<file path="config.mk">
export PLATFORM = sky130hd
export DESIGN_NAME = round_robin_dispatcher
export DESIGN_NICKNAME = d
export VERILOG_FILES = /design/src/rtl/rr_pkg.sv /design/src/rtl/rr_next_onehot.sv /design/src/rtl/round_robin_dispatcher.sv
export SDC_FILE = /design/constraint.sdc
export NUM_CORES = 1
export LEC_CHECK = 0
export CAP_MARGIN = 20
export CORE_ASPECT_RATIO = 1.25
export CORE_MARGIN = 3
export CORE_UTILIZATION = 42
export CTS_CLUSTER_SIZE = 40
export DETAILED_ROUTE_END_ITERATION = 8
export PLACE_DENSITY = 0.95
export SLEW_MARGIN = 20
export SYNTH_ARGS = -nofsm -noshare
export SYNTH_HDL_FRONTEND = slang
export SYNTH_SLANG_ARGS = --single-unit
</file>
<file path="constraint.sdc">
create_clock -name clk -period 2.65 [get_ports clk]
set_input_delay 0.53 -clock clk [delete_from_list [all_inputs] [get_ports clk]]
set_output_delay 0.53 -clock clk [all_outputs]
set_load 0.02 [all_outputs]
</file>
<file path="src/rtl/rr_pkg.sv">
// Shared definitions for the round-robin dispatcher family.
// Holds default sizing, the stall counter width and its saturating increment.
package rr_pkg;

  // Default sizing for a dispatcher instance.
  localparam int unsigned RrDefaultDw    = 3;
  localparam int unsigned RrDefaultDataW = 32;

  // Stall counter width and its saturation value.
  localparam int unsigned              StallCntW   = 16;
  localparam logic [StallCntW-1:0]     StallCntMax = 16'hFFFF;

  // Increment that sticks at the maximum instead of wrapping.
  function automatic logic [StallCntW-1:0] stall_sat_inc(input logic [StallCntW-1:0] cnt);
    logic [StallCntW-1:0] res;
    if (cnt == StallCntMax) begin
      res = cnt;
    end else begin
      res = cnt + StallCntW'(1);
    end
    return res;
  endfunction

endpackage

</file>
<file path="src/rtl/rr_next_onehot.sv">
// Round-robin next-target finder.
// Returns the first set bit of mask strictly after the one-hot ptr, wrapping
// from bit W-1 back to bit 0. Output is zero when mask is zero.
module rr_next_onehot #(
  parameter int unsigned W = 3
) (
  input  logic [W-1:0] mask,
  input  logic [W-1:0] ptr,
  output logic [W-1:0] next_onehot
);

  logic [2*W-1:0] req2;
  logic [2*W-1:0] base;
  logic [2*W-1:0] gnt2;

  // Doubling the mask lets the search run past bit W-1 without a wrap case;
  // req - base borrows up to the first request at or above base, and the
  // and-not isolates that bit. Folding the halves returns to W bits.
  always_comb begin
    req2        = {mask, mask};
    base        = {{W{1'b0}}, ptr} << 1;
    gnt2        = req2 & ~(req2 - base);
    next_onehot = gnt2[W-1:0] | gnt2[2*W-1:W];
  end

endmodule

</file>
<file path="src/rtl/round_robin_dispatcher.sv">
// 1-to-N round-robin dispatcher with a one-beat registered holding stage.
// Beats from a single valid/ready stream are dealt to enabled consumer ports
// in turn; the held beat is presented one-hot on m_valid with shared m_data.
// Optional build macro: RR_DISPATCH_STALL_CNT_EN adds a saturating count of
// cycles in which a held beat could not be delivered. Without it stall_cnt
// reads zero and no counter flops exist.
module round_robin_dispatcher
  import rr_pkg::*;
#(
  parameter int unsigned DW     = RrDefaultDw,
  parameter int unsigned DATA_W = RrDefaultDataW
) (
  input  logic                 clk,
  input  logic                 rst_n,
  input  logic                 s_valid,
  output logic                 s_ready,
  input  logic [DATA_W-1:0]    s_data,
  input  logic [DW-1:0]        port_en,
  output logic [DW-1:0]        m_valid,
  input  logic [DW-1:0]        m_ready,
  output logic [DATA_W-1:0]    m_data,
  output logic [StallCntW-1:0] stall_cnt
);

  // Holding-stage occupancy.
  localparam logic [0:0] StEmpty = 1'b0;
  localparam logic [0:0] StFull  = 1'b1;

  // Reset pointer sits on the top port so the first beat lands on the
  // lowest enabled port.
  localparam logic [DW-1:0] PtrRst = {1'b1, {(DW-1){1'b0}}};

  logic [0:0]        state_q, state_d;
  logic [DW-1:0]     m_valid_q, m_valid_d;
  logic [DATA_W-1:0] m_data_q, m_data_d;
  logic [DW-1:0]     ptr_q, ptr_d;
  logic [DW-1:0]     next_tgt;
  logic              full;
  logic              pop;
  logic              accept;

  rr_next_onehot #(
    .W (DW)
  ) u_next (
    .mask        (port_en),
    .ptr         (ptr_q),
    .next_onehot (next_tgt)
  );

  // Handshake decode; only the targeted port's ready can pop the beat.
  always_comb begin
    full    = (state_q == StFull);
    pop     = |(m_valid_q & m_ready);
    s_ready = (|port_en) & (~full | pop);
    accept  = s_valid & s_ready;
  end

  // Next-state: accept loads (and overrides a same-cycle pop), pop alone empties.
  always_comb begin
    state_d   = state_q;
    m_valid_d = m_valid_q;
    m_data_d  = m_data_q;
    ptr_d     = ptr_q;
    if (accept) begin
      state_d   = StFull;
      m_valid_d = next_tgt;
      m_data_d  = s_data;
      ptr_d     = next_tgt;
    end else if (pop) begin
      state_d   = StEmpty;
      m_valid_d = '0;
    end
  end

  // Holding stage and round-robin pointer.
  always_ff @(posedge clk or negedge rst_n) begin
    if (!rst_n) begin
      state_q   <= StEmpty;
      m_valid_q <= '0;
      m_data_q  <= '0;
      ptr_q     <= PtrRst;
    end else begin
      state_q   <= state_d;
      m_valid_q <= m_valid_d;
      m_data_q  <= m_data_d;
      ptr_q     <= ptr_d;
    end
  end

  assign m_valid = m_valid_q;
  assign m_data  = m_data_q;

`ifdef RR_DISPATCH_STALL_CNT_EN
  logic [StallCntW-1:0] stall_cnt_q;

  // Count cycles where a beat is held but its port did not take it.
  always_ff @(posedge clk or negedge rst_n) begin
    if (!rst_n) begin
      stall_cnt_q <= '0;
    end else if (full && !pop) begin
      stall_cnt_q <= stall_sat_inc(stall_cnt_q);
    end
  end

  assign stall_cnt = stall_cnt_q;
`else
  assign stall_cnt = '0;
`endif

endmodule
</file>
==> implementation parameters <==
Parameter                              Value

Drt
  Detailed Route WL    3.66 mm
  Number of iterations in the first detailed-routing pass    4
  Routed via count    1,206
  DRC violations left    0
  Routed wire per std cell    14.1 µm
  Initial detailed-routing violation count    44
  Antenna Nets Post-Route    0
  Avg Vias per Cell    4.64

Clocking
  Total number of clock tree sinks    39
  Max clock buf depth    2
  Clock transition at the registers of the reported paths    0.08 ns
  Clk Tree Root Cell    sky130_fd_sc_hd__clkbuf_8
  CTS tree    yes
  Number of hold buffers added after CTS    0
  TritonCTS Buffers    5
  CTS H-tree lvls    2
  Skew-Pair Late Insertion Delay    0.29 ns

Global route
  Number of antenna violations at the first check in global routing    0
  Overall fraction of global-route tracks in use    0.160
  Number of global-route vias before repair    1,288
  Overflow left after global routing    0
  First-pass GRT wire length    6.16 mm
  Largest net degree at the start of global routing    40

Status
  Result of the run    completed

Die
  Die outline height    77.6 µm
  Count of standard-cell rows    25
  Starting Density    0.444
  Number of placed I/O pins    93
  X dimension of the die    63.3 µm
  Core area    0.00388 mm²
  Area of the die    0.00491 mm²

Timing
  Final number of setup-violating endpoints    0
  Worst-margin pin slew    0.836 ns
  Highest Clock Rate    432 MHz
  Worst slew slack as a fraction of its limit    0.443
  Setup_tns    0 ns
  Max-slew violation total from the final report    0
  Unrepaired setup endpoints after global routing    no
  Period minus WS final    2.31 ns
  Setup skew after layout    0.00871 ns
  Fin crit share    0.873
  Hold violation total from the final report    0

Worst setup path
  Endpoint kind of the worst setup timing path    output pin
  Cell count of the worst reg-to-reg path    5
  Origin of the critical flop-to-flop path    ptr_q[0]$_DFFE_PN0P_
  Setup slack on the worst flop-to-flop path    0.90 ns
  Setup CP Type    input port to output pin
  Critical R2R Capture    ptr_q[2]$_DFFE_PN1P_
  Worst EP arrival    1.78 ns
  Required time of the worst setup path    2.12 ns
  Worst Setup Start Kind    input port
  Worst-path fanout max    2

Yosys
  Portion of the post-synthesis area used by sequential elements    0.567
  EDFF count, synth    0
  Number of synthesis warnings    0
  Gate Count Post-Synth    120
  Fraction of registers with async set or reset after synthesis    1.00
  Number of unique standard cell types used by synthesis    27
  Cell area after technology mapping    0.00172 mm²
  Number of synthesized register bits    39
  Average size of a mapped cell    14.4 µm²
  Most used flip-flop cell after synthesis    sky130_fd_sc_hd__dfrtp_1

Cells and area
  N_diodes    0
  # nets final    249
  Area added between synthesis and finish    54.5%
  Fill cell instance count of the final layout    314
  Most used cells in the layout excluding fill and tap cells    74 x sky130_fd_sc_hd__clkdlybuf4s50_1, 38 x sky130_fd_sc_hd__dfrtp_1, 33 x sky130_fd_sc_hd__mux2_2
  Share of final-layout standard cells stronger than drive strength 1    0.243
  Most common cell after layout, fill and taps aside    sky130_fd_sc_hd__clkdlybuf4s50_1

Place
  Final GP Congestion    0.813
  Count of buffers from port buffering    76
  DP Wirelength    2.82 mm

Pwr
  Overall power of the completed layout    0.00337 W
  Leakage dissipation    1.12 nW
  P per Cell Area    1270 mW/mm²
  Peak VDD IR    0.690 mV

Run
  Max Cap Violations    0

Min path
  Worst hold path class    input port to async pin
## metrics by stage
step / util / hold slack [ns] / setup WS, ns / area, µm² / cells
after floorplan: - / 0.234 / 0.822 / 1780 / 135
after global placement: 0.649 / 0.489 / 0.0742 / 2520 / 251
after detailed placement: 0.649 / 0.495 / 0.0321 / 2520 / 251
after CTS: 0.684 / 0.371 / 0.0243 / 2650 / 259
after global routing: 0.686 / 0.398 / 0.270 / 2660 / 260
final: 0.686 / 0.340 / 0.338 / 2660 / 260
## state kept, by name (all words and copies together), names as in the netlist
signal	cells
m_data	32
full	1
ptr_q	3
m_valid	3
## synth_stat cells (all sizes together), types with 2 or more instances
library cell  number  share of area
ha                 2          0.015
nor2               2         0.0044
buf               19          0.089
dfrtp             38           0.55
mux2              33           0.22
inv                3         0.0065
nand2b             4          0.015
## where the power goes
part	leakage [nW]	switching (W)	internal, W
Combinational	0.596	0.000780	0.000961
Sequential	0.463	0.000154	0.000900
Clock	0.0654	0.000197	0.000376
Total	1.12	0.00113	0.00224
## logic make-up after synthesis
group / synth area share
flip-flops: 0.567
multiplexers: 0.221
buffers and inverters: 0.0959
AO/OA/AOI/OAI: 0.0538
AND/OR/NAND/NOR: 0.0283
adder cells (fa/ha/maj): 0.0261
other: 0.00218
XOR/XNOR: 0.00508
## final cells by class
type                       count  area (µm²)  area share
clock inverter                 2        60.1      0.0226
clock buffer                   6        72.6      0.0273
tap                           54        67.6      0.0254
inverter                       3        11.3     0.00423
timing repair buffer          82         828       0.311
sequential                    39         977       0.367
multi-input combinational     74         644       0.242
## what timing repair did
action / CTS / global route
buffers inserted: 0 / 1
endpoints found under the setup margin: 0 / 1
gates resized for setup: 0 / 1
## per-layer routing
layer / global-route usage / share of wire / vias to the layer above
li1: - / - / 555
met1: 0.184 / 0.39 / 597
met2: 0.282 / 0.53 / 49
met3: 0.0521 / 0.071 / 5
met4: 0.0454 / 0.0098 / 0
met5: 0 / 0 / -
## worst max-delay path, stage by stage
cell and delay (ns):
sky130_fd_sc_hd__clkdlybuf4s50_1 0.40, sky130_fd_sc_hd__a222oi_1 0.39, sky130_fd_sc_hd__and2_2 0.22, sky130_fd_sc_hd__nor2_1 0.04, sky130_fd_sc_hd__dlymetal6s2s_1 0.20
## worst max-delay path by stage
stage                    start  endpoint  slack (ns)  cells after the start
detailed placement  m_ready[0]   s_ready        0.03                      5
global placement    m_ready[0]   s_ready        0.07                      5
global route        m_ready[0]   s_ready        0.27                      5
CTS                 m_ready[0]   s_ready        0.02                      5
floorplan           m_ready[0]   s_ready        0.82                      3
finish              m_ready[0]   s_ready        0.34                      5
Power figures use the tool's default switching activity.
